$ cat src/rtl/ghash_pkg.sv
// ---------------------------------------------------------------------------
// ghash_pkg
// Shared definitions for the GHASH controller and its datapath:
//   - ghash_state_e : controller state encoding
//   - MUX_AAD/MUX_CT/MUX_LEN : datapath block-select codes
//   - GHASH_W       : GHASH block width (always 128)
//   - len_bits()    : block count -> 64-bit bit-length field
//   - gf128_mul()   : GF(2^128) product in GCM bit order
// ---------------------------------------------------------------------------
package ghash_pkg;

  localparam int GHASH_W = 128;

  localparam logic [1:0] MUX_AAD = 2'b00;
  localparam logic [1:0] MUX_CT  = 2'b01;
  localparam logic [1:0] MUX_LEN = 2'b10;

  typedef enum logic [3:0] {
    ST_IDLE,
    ST_LOADH,
    ST_CLRAC,
    ST_CLRS,
    ST_AACC,
    ST_AMUL,
    ST_CACC,
    ST_CMUL,
    ST_LACC,
    ST_LMUL,
    ST_DONE
  } ghash_state_e;

  // Every block is 128 bits, so the bit length is the block count times 128.
  function automatic logic [63:0] len_bits(input logic [63:0] blocks);
    return blocks << 7;
  endfunction

  // GCM multiply: bit 127 of the vector is the x^0 coefficient, so the
  // reduction constant R = 11100001 || 0^120 sits at the top of the word.
  function automatic logic [GHASH_W-1:0] gf128_mul(input logic [GHASH_W-1:0] x,
                                                   input logic [GHASH_W-1:0] y);
    logic [GHASH_W-1:0] z;
    logic [GHASH_W-1:0] v;
    z = '0;
    v = y;
    for (int i = 0; i < GHASH_W; i++) begin
      if (x[GHASH_W-1-i]) z = z ^ v;
      if (v[0]) v = (v >> 1) ^ {8'he1, 120'd0};
      else      v = v >> 1;
    end
    return z;
  endfunction

endpackage

$ cat src/rtl/ghash_ctrl.sv
// ---------------------------------------------------------------------------
// ghash_ctrl
// Control FSM for ghash_top_datapath. Loads H, clears AC and S, then streams
// N AAD blocks and M ciphertext blocks (2 cycles each: ACC then MUL),
// finishes with the len(A)||len(C) block and raises tag_valid.
//   clk          in   clock, rising edge
//   rst          in   asynchronous reset, active-low
//   start        in   starts a job from IDLE or DONE
//   aad_blocks   in   AAD block count N, sampled on start
//   ct_blocks    in   CT block count M, sampled on start
//   blk_valid    in   upstream block valid
//   blk_ready    out  block accepted this cycle (AACC/CACC only)
//   blk_data     in   AAD/CT block
//   blk_out      out  blk_data pass-through to the datapath
//   length_data  out  {64'(N*128), 64'(M*128)}, registered on start
//   mux_sel      out  datapath block select
//   h_reg_en     out  load H
//   ac_reg_en    out  accumulator capture
//   ac_clr       out  accumulator clear
//   s_reg_en     out  S register capture
//   busy         out  1 in every state except IDLE
//   tag_valid    out  1 in DONE
// Outputs are registered from the next state so they line up with the state
// they belong to; ac_reg_en alone combines the registered ready with
// blk_valid, because acceptance depends on this cycle's valid.
// ---------------------------------------------------------------------------
module ghash_ctrl
  import ghash_pkg::*;
#(
  parameter int WIDTH = GHASH_W,
  parameter int CNT_W = 16
) (
  input  logic             clk,
  input  logic             rst,
  input  logic             start,
  input  logic [CNT_W-1:0] aad_blocks,
  input  logic [CNT_W-1:0] ct_blocks,
  input  logic             blk_valid,
  output logic             blk_ready,
  input  logic [WIDTH-1:0] blk_data,
  output logic [WIDTH-1:0] blk_out,
  output logic [WIDTH-1:0] length_data,
  output logic [1:0]       mux_sel,
  output logic             h_reg_en,
  output logic             ac_reg_en,
  output logic             ac_clr,
  output logic             s_reg_en,
  output logic             busy,
  output logic             tag_valid
);

  ghash_state_e     state;
  ghash_state_e     state_nxt;
  logic [CNT_W-1:0] n_cnt;
  logic [CNT_W-1:0] n_nxt;
  logic [CNT_W-1:0] m_cnt;
  logic [CNT_W-1:0] m_nxt;
  logic             len_acc;
  logic             start_ok;

  // A new job may begin from IDLE or from DONE; anywhere else start is dropped.
  assign start_ok = start && (state == ST_IDLE || state == ST_DONE);

  always_comb begin
    state_nxt = state;
    n_nxt     = n_cnt;
    m_nxt     = m_cnt;
    case (state)
      ST_IDLE, ST_DONE: begin
        if (start_ok) begin
          state_nxt = ST_LOADH;
          n_nxt     = aad_blocks;
          m_nxt     = ct_blocks;
        end
      end
      ST_LOADH: state_nxt = ST_CLRAC;
      ST_CLRAC: state_nxt = ST_CLRS;
      ST_CLRS: begin
        if (n_cnt != '0)      state_nxt = ST_AACC;
        else if (m_cnt != '0) state_nxt = ST_CACC;
        else                  state_nxt = ST_LACC;
      end
      ST_AACC: if (blk_valid) state_nxt = ST_AMUL;
      ST_AMUL: begin
        // Guarded so a stray entry with a zero count cannot wrap the counter.
        if (n_cnt != '0) n_nxt = n_cnt - 1'b1;
        if (n_cnt > 1)        state_nxt = ST_AACC;
        else if (m_cnt != '0) state_nxt = ST_CACC;
        else                  state_nxt = ST_LACC;
      end
      ST_CACC: if (blk_valid) state_nxt = ST_CMUL;
      ST_CMUL: begin
        if (m_cnt != '0) m_nxt = m_cnt - 1'b1;
        if (m_cnt > 1) state_nxt = ST_CACC;
        else           state_nxt = ST_LACC;
      end
      ST_LACC: state_nxt = ST_LMUL;
      ST_LMUL: state_nxt = ST_DONE;
      default: state_nxt = ST_IDLE;
    endcase
  end

  always_ff @(posedge clk or negedge rst) begin
    if (!rst) begin
      state       <= ST_IDLE;
      n_cnt       <= '0;
      m_cnt       <= '0;
      length_data <= '0;
      mux_sel     <= MUX_AAD;
      blk_ready   <= 1'b0;
      h_reg_en    <= 1'b0;
      ac_clr      <= 1'b0;
      s_reg_en    <= 1'b0;
      len_acc     <= 1'b0;
      busy        <= 1'b0;
      tag_valid   <= 1'b0;
    end else begin
      state <= state_nxt;
      n_cnt <= n_nxt;
      m_cnt <= m_nxt;
      if (start_ok)
        length_data <= WIDTH'({len_bits(64'(aad_blocks)), len_bits(64'(ct_blocks))});
      // mux_sel changes only on entry to an ACC state, so it holds through
      // the following MUL state.
      case (state_nxt)
        ST_AACC: mux_sel <= MUX_AAD;
        ST_CACC: mux_sel <= MUX_CT;
        ST_LACC: mux_sel <= MUX_LEN;
        default: mux_sel <= mux_sel;
      endcase
      blk_ready <= (state_nxt == ST_AACC) || (state_nxt == ST_CACC);
      h_reg_en  <= (state_nxt == ST_LOADH);
      ac_clr    <= (state_nxt == ST_CLRAC);
      s_reg_en  <= (state_nxt == ST_CLRS) || (state_nxt == ST_AMUL) ||
                   (state_nxt == ST_CMUL) || (state_nxt == ST_LMUL);
      len_acc   <= (state_nxt == ST_LACC);
      busy      <= (state_nxt != ST_IDLE);
      tag_valid <= (state_nxt == ST_DONE);
    end
  end

  assign ac_reg_en = len_acc || (blk_ready && blk_valid);
  assign blk_out   = blk_data;

endmodule

$ cat config.mk
export PLATFORM = sky130hd
export DESIGN_NAME = ghash_ctrl
export DESIGN_NICKNAME = d
export VERILOG_FILES = /design/src/rtl/ghash_pkg.sv /design/src/rtl/ghash_ctrl.sv
export SDC_FILE = /design/constraint.sdc
export NUM_CORES = 1
export LEC_CHECK = 0
export CAP_MARGIN = 20
export CORE_AREA = 2 2 167 169
export CTS_BUF_LIST = sky130_fd_sc_hd__clkbuf_8
export CTS_CLUSTER_SIZE = 10
export DETAILED_ROUTE_END_ITERATION = 7
export DIE_AREA = 0 0 169 171
export MAX_ROUTING_LAYER = met4
export PLACE_DENSITY = 0.6
export SKIP_LAST_GASP = 1
export SLEW_MARGIN = 30
export SYNTH_ARGS = -nofsm -noshare
export SYNTH_HDL_FRONTEND = slang
export SYNTH_SLANG_ARGS = --single-unit
$ cat constraint.sdc
create_clock -name clk -period 5.6 [get_ports clk]
set_input_delay 0.84 -clock clk [delete_from_list [all_inputs] [get_ports clk]]
set_output_delay 0.84 -clock clk [all_outputs]
set_load 0.01 [all_outputs]
==> flow_summary.toml, run 1 <==
[cts]
cts_buffers = 9
max-clock-path-buffers = 2
cts_num_sinks = 77
post_cts_buffers = 0
ctsHoldBuffers = 0
cts.root.buffer_cell = "clkbuf_8"
htree_levels = 3
post_cts_resized = 0

[placement]
placed_area_sq_um = 5280
dp_hpwl_microns = 10400
place_congestion = 0.765
numPortBuffers = 76

[synth]
synth_edf_count = 0
synthArstFlopShare_pct = 100
synth.avg_cell_area_sq_um = 8.48
synth-seq-cells = 77
synth_ff_type = "dfrtp_1"
synth.cell_area_sq_um = 5470
postSynthCellCount = 645
seq_area_frac_synth_pct = 35.2
ys_types = 64
yosysWarnings = 0

[grt]
grt_max_degree = 78
antenna_found_initial = 2
overflow = 0
grt_pass1_wl_microns = 20400
grt_pass1_vias = 3417
track_usage_pct = 9.58

[floorplanning]
die_h_microns = 171
io_pins = 429
die_w_microns = 169
rows = 61
start_util_pct = 20.0

[status]
stop_stage = "detailed routing"
status = "did not finish"
firstError = "[ERROR DRT-0255] Maze Route cannot find path of net blk_data[100] in worker of routeBox ( 144900 96600 ) ( 169000 144900 )."
-- cell usage after synthesis, types with 2 or more instances --
cell type | n | share of area, %
a21o_1 | 3 | 0.41
a21oi_1 | 17 | 1.6
a32oi_1 | 3 | 0.48
and2_1 | 3 | 0.34
and3_1 | 4 | 0.46
and3_2 | 2 | 0.27
buf_1 | 2 | 0.14
buf_4 | 224 | 31
clkbuf_1 | 16 | 1.1
dfrtp_1 | 77 | 35
ha_1 | 6 | 1.4
inv_1 | 12 | 0.82
inv_2 | 2 | 0.14
nand2_1 | 118 | 8.1
nand2b_1 | 4 | 0.46
nand3_1 | 19 | 1.7
nand3b_1 | 2 | 0.27
nand4_1 | 2 | 0.23
nor2_1 | 25 | 1.7
nor3_1 | 8 | 0.73
nor4_1 | 6 | 0.69
o211ai_1 | 10 | 1.4
o21a_1 | 2 | 0.27
o21ai_0 | 14 | 1.3
o22ai_1 | 3 | 0.34
o311ai_0 | 10 | 1.6
o32ai_1 | 2 | 0.32
or2_2 | 6 | 0.69
or3_1 | 4 | 0.46
or4_1 | 5 | 0.69
-- kinds of logic after synthesis --
| group | Yosys count | synth area share [%] |
|---|---|---|
| buffers and inverters | 257 | 33.0 |
| and+or+nand+nor | 220 | 19.2 |
| AOI/OAI and AO/OA | 82 | 10.7 |
| DFF | 77 | 35.2 |
| adders and majority gates | 6 | 1.37 |
| other | 1 | 0.0686 |
| xor gates and xnor gates | 1 | 0.160 |
| muxes | 1 | 0.183 |
-- through the flow --
stage	hold slack [ns]	setup WS, ns	utilization (%)	std cells
floorplan	0.471	3.37	-	740
global placement	0.460	2.69	19.3	920
detailed placement	0.465	2.68	19.3	920
CTS	0.486	2.67	20.1	936
global route	0.511	2.60	20.1	938
-- routing by layer --
layer and track usage [%]:
met1 9.99, met2 14.6, met3 4.16, met4 6.76, met5 -
==> inputs of run 2 (changes only) <==
--- a/config.mk
+++ b/config.mk
@@ -6,13 +6,10 @@
 export NUM_CORES = 1
 export LEC_CHECK = 0
 export CAP_MARGIN = 20
-export CORE_AREA = 2 2 167 169
-export CTS_BUF_LIST = sky130_fd_sc_hd__clkbuf_8
-export CTS_CLUSTER_SIZE = 10
+export CORE_AREA = 2 2 165 167
 export DETAILED_ROUTE_END_ITERATION = 7
-export DIE_AREA = 0 0 169 171
-export MAX_ROUTING_LAYER = met4
-export PLACE_DENSITY = 0.6
+export DIE_AREA = 0 0 167 169
+export PLACE_DENSITY_LB_ADDON = 0.15
 export SKIP_LAST_GASP = 1
 export SLEW_MARGIN = 30
 export SYNTH_ARGS = -nofsm -noshare
==> run 2 against run 1 <==
The flow now finishes without violations. Synthesized cell count unchanged. Global-route usage grew 0.43 points. Synthesized area stayed put.
==> flow_summary.toml, run 2 <==
[placement]
dp.cells = 915
place_congestion = 0.741
dp_hpwl_microns = 10500
post-place-ws_ns = 1.76
numPortBuffers = 76

[setup_path]
critPathSlowestCell = "inv_2"
path_class = "in -> reg"
worstRegToRegCells = 6
crit_chain = "clkdlybuf4s50_1 -> nand3_2 -> inv_2 -> nor2_1 -> or3_1 -> a21oi_1"
cp.arrival_ns = 3.61
worst-endpoint-required_ns = 5.86
end_kind = "flop"
cp_max_fo = 37
startpoint_type = "input pin"
slowest_delay_ns = 0.82

[pwr]
p_comb_share_pct = 34.6
p_seq_share_pct = 37.7
irDropWorstVdd_uv = 167
p_sw_share_pct = 35.2
p_leak_nw = 2.51
p_int_w = 0.00174
switchingPower_w = 0.000944
clockPowerShare_pct = 27.7
power_density_nw_per_um2 = 475

[final_layout]
largest_registers = "length_data x32, m_cnt x16, n_cnt x16"
syn2layout_area_growth_pct = 3.23
finalNetCount = 755
top_register = "length_data"
largest_reg_flops = 32
final_cell_mix = "nand2_1, conb_1, dfrtp_1, clkdlybuf4s50_1, nor2_1"
drive_above_1_share_pct = 6.78
antenna_cells = 0
final_common_cell = "nand2_1"
fillerInstances = 2920
stdcell_count = 931

[grt]
track_usage_pct = 10.0
antenna_found_initial = 1
grt_pass1_wl_microns = 21700
grt_pass1_vias = 3585
grt_max_degree = 78
overflow = 0

[route]
drt_drc_violations_left = 0
ant_nets = 0
firstDrtPassIters = 4
via_per_inst = 4.01
wl_per_cell_microns = 15.5
drtIter0Drc = 182
via_count = 3734
wl_microns = 14500

[sta]
finClkSkew_ns = 0.00847
tightest_slew_ns = 0.876
fin_crit_ns = 3.34
rsz0062_at_grt = "no"
max-slew-margin-rel_pct = 41.2
setup_viol = 0
clock.fmax_mhz = 299
setup_tns_ns = 0
whs_ns = 0.476
hold_viol_final = 0
setup_slack_ns = 2.26
finalMaxSlewViolations = 0
period_share_pct = 59.7

[floorplanning]
io_pins = 429
fp.dieArea_sq_um = 28200
die_w_microns = 167
die_h_microns = 169
rows = 60
core-area_sq_um = 26500
start_util_pct = 20.6

[min_path]
whs_path_depth = 2
hold_path.class = "reg -> reg"

[synth]
postSynthCellCount = 645
seq_area_frac_synth_pct = 35.2
synth_top_area_share_pct = 35.2
yosysWarnings = 0
synthArstFlopShare_pct = 100
yosysTopAreaCell = "dfrtp_1"
synth.avg_cell_area_sq_um = 8.48
ys_types = 64
synth_ff_type = "dfrtp_1"
synth_common_cells = "buf_4, nand2_1, dfrtp_1, nor2_1, nand3_1"
synth.most_common_cell = "buf_4"
synth_area_leaders = "dfrtp_1, buf_4, nand2_1"
synth-seq-cells = 77
synth_edf_count = 0
synth.cell_area_sq_um = 5470

[cts]
post_cts_buffers = 0
max-clock-path-buffers = 2
cts.root.buffer_cell = "clkbuf_16"
clk_latency_ns = 0.35
cts_num_sinks = 77
cts_tree = "done"
clkTransAtPathRegs_ns = 0.06
post_cts_resized = 0
htree_levels = 3
ctsHoldBuffers = 0
cts_buffers = 9

[flow_run]
max_cap_viol_count = 0

[status]
status = "completed"
[run 2: critical path, delay by kind of cell]
family,cells,cell delay [ns]
AOI/OAI and AO/OA,1,0.15
buffers and inverters,2,1.38
and+or+nand+nor,3,1.20
[run 2: metrics by stage]
step	power, W	util [%]	instance area, sq um
2_1_floorplan	0.00163	-	5830
3_3_place_gp	0.00196	19.9	5270
3_5_place_dp	0.00197	19.9	5270
4_1_cts	0.00273	21.3	5650
5_1_grt	0.00289	21.3	5650
6_report	0.00268	21.3	5650
[run 2: path summary, 6_finish.rpt]
check / endpoint / start / slack, ns
max: m_cnt[12]$_DFFE_PN0P_ / start / 2.26
min: length_data[9]$_DFFE_PN0P_ / length_data[9]$_DFFE_PN0P_ / 0.48
max reg2reg: m_cnt[12]$_DFFE_PN0P_ / state[3]$_DFF_PN0_ / 2.55
min reg2reg: length_data[9]$_DFFE_PN0P_ / length_data[9]$_DFFE_PN0P_ / 0.48
max in group asynchronous: tag_valid$_DFF_PN0_ / rst / 4.52
min in group asynchronous: h_reg_en$_DFF_PN0_ / rst / 0.52
[run 2: cells by family (layout without fill, tap and decap cells)]
kind of cell / count (synthesis) / after routing / synth area share (%)
buf+inv: 257 / 107 / 33.0
simple gates: 220 / 220 / 19.2
compound gates: 82 / 82 / 10.7
flops: 77 / 77 / 35.2
fa+ha+maj: 6 / 6 / 1.37
other cells: 1 / 96 / 0.0686
xor+xnor: 1 / 1 / 0.160
mux: 1 / 1 / 0.183
[run 2: power by group through the flow]
stage | Clock, W | Sequential [W] | Combinational, W
floorplan | 0 | 0.00101 | 0.000620
detailed placement | 0 | 0.00102 | 0.000947
CTS | 0.000765 | 0.00101 | 0.000950
finish | 0.000742 | 0.00101 | 0.000930
global placement | 0 | 0.00102 | 0.000942
global route | 0.000789 | 0.00105 | 0.00105
[run 2: area by class of cell]
type	instances	area, sq um	area share, %
Timing Repair Buffer	77	769	13.6
Clock buffer	10	239	4.23
Clock inverter	6	134	2.37
Multi-Input combinational cell	406	2100	37.1
Sequential cell	77	1930	34.1
Inverter	14	52.6	0.931
Tap cell	341	427	7.56
[run 2: routing by layer]
metal | vias up | routed length, microns | GRT usage [%]
li1 | 1719 | - | -
met5 | - | 7 | 0
met4 | 2 | 926 | 7.87
met1 | 1773 | 6010 | 11.9
met3 | 84 | 1120 | 3.20
met2 | 156 | 6390 | 14.9
No activity file was read; power rests on OpenSTA's default activity.
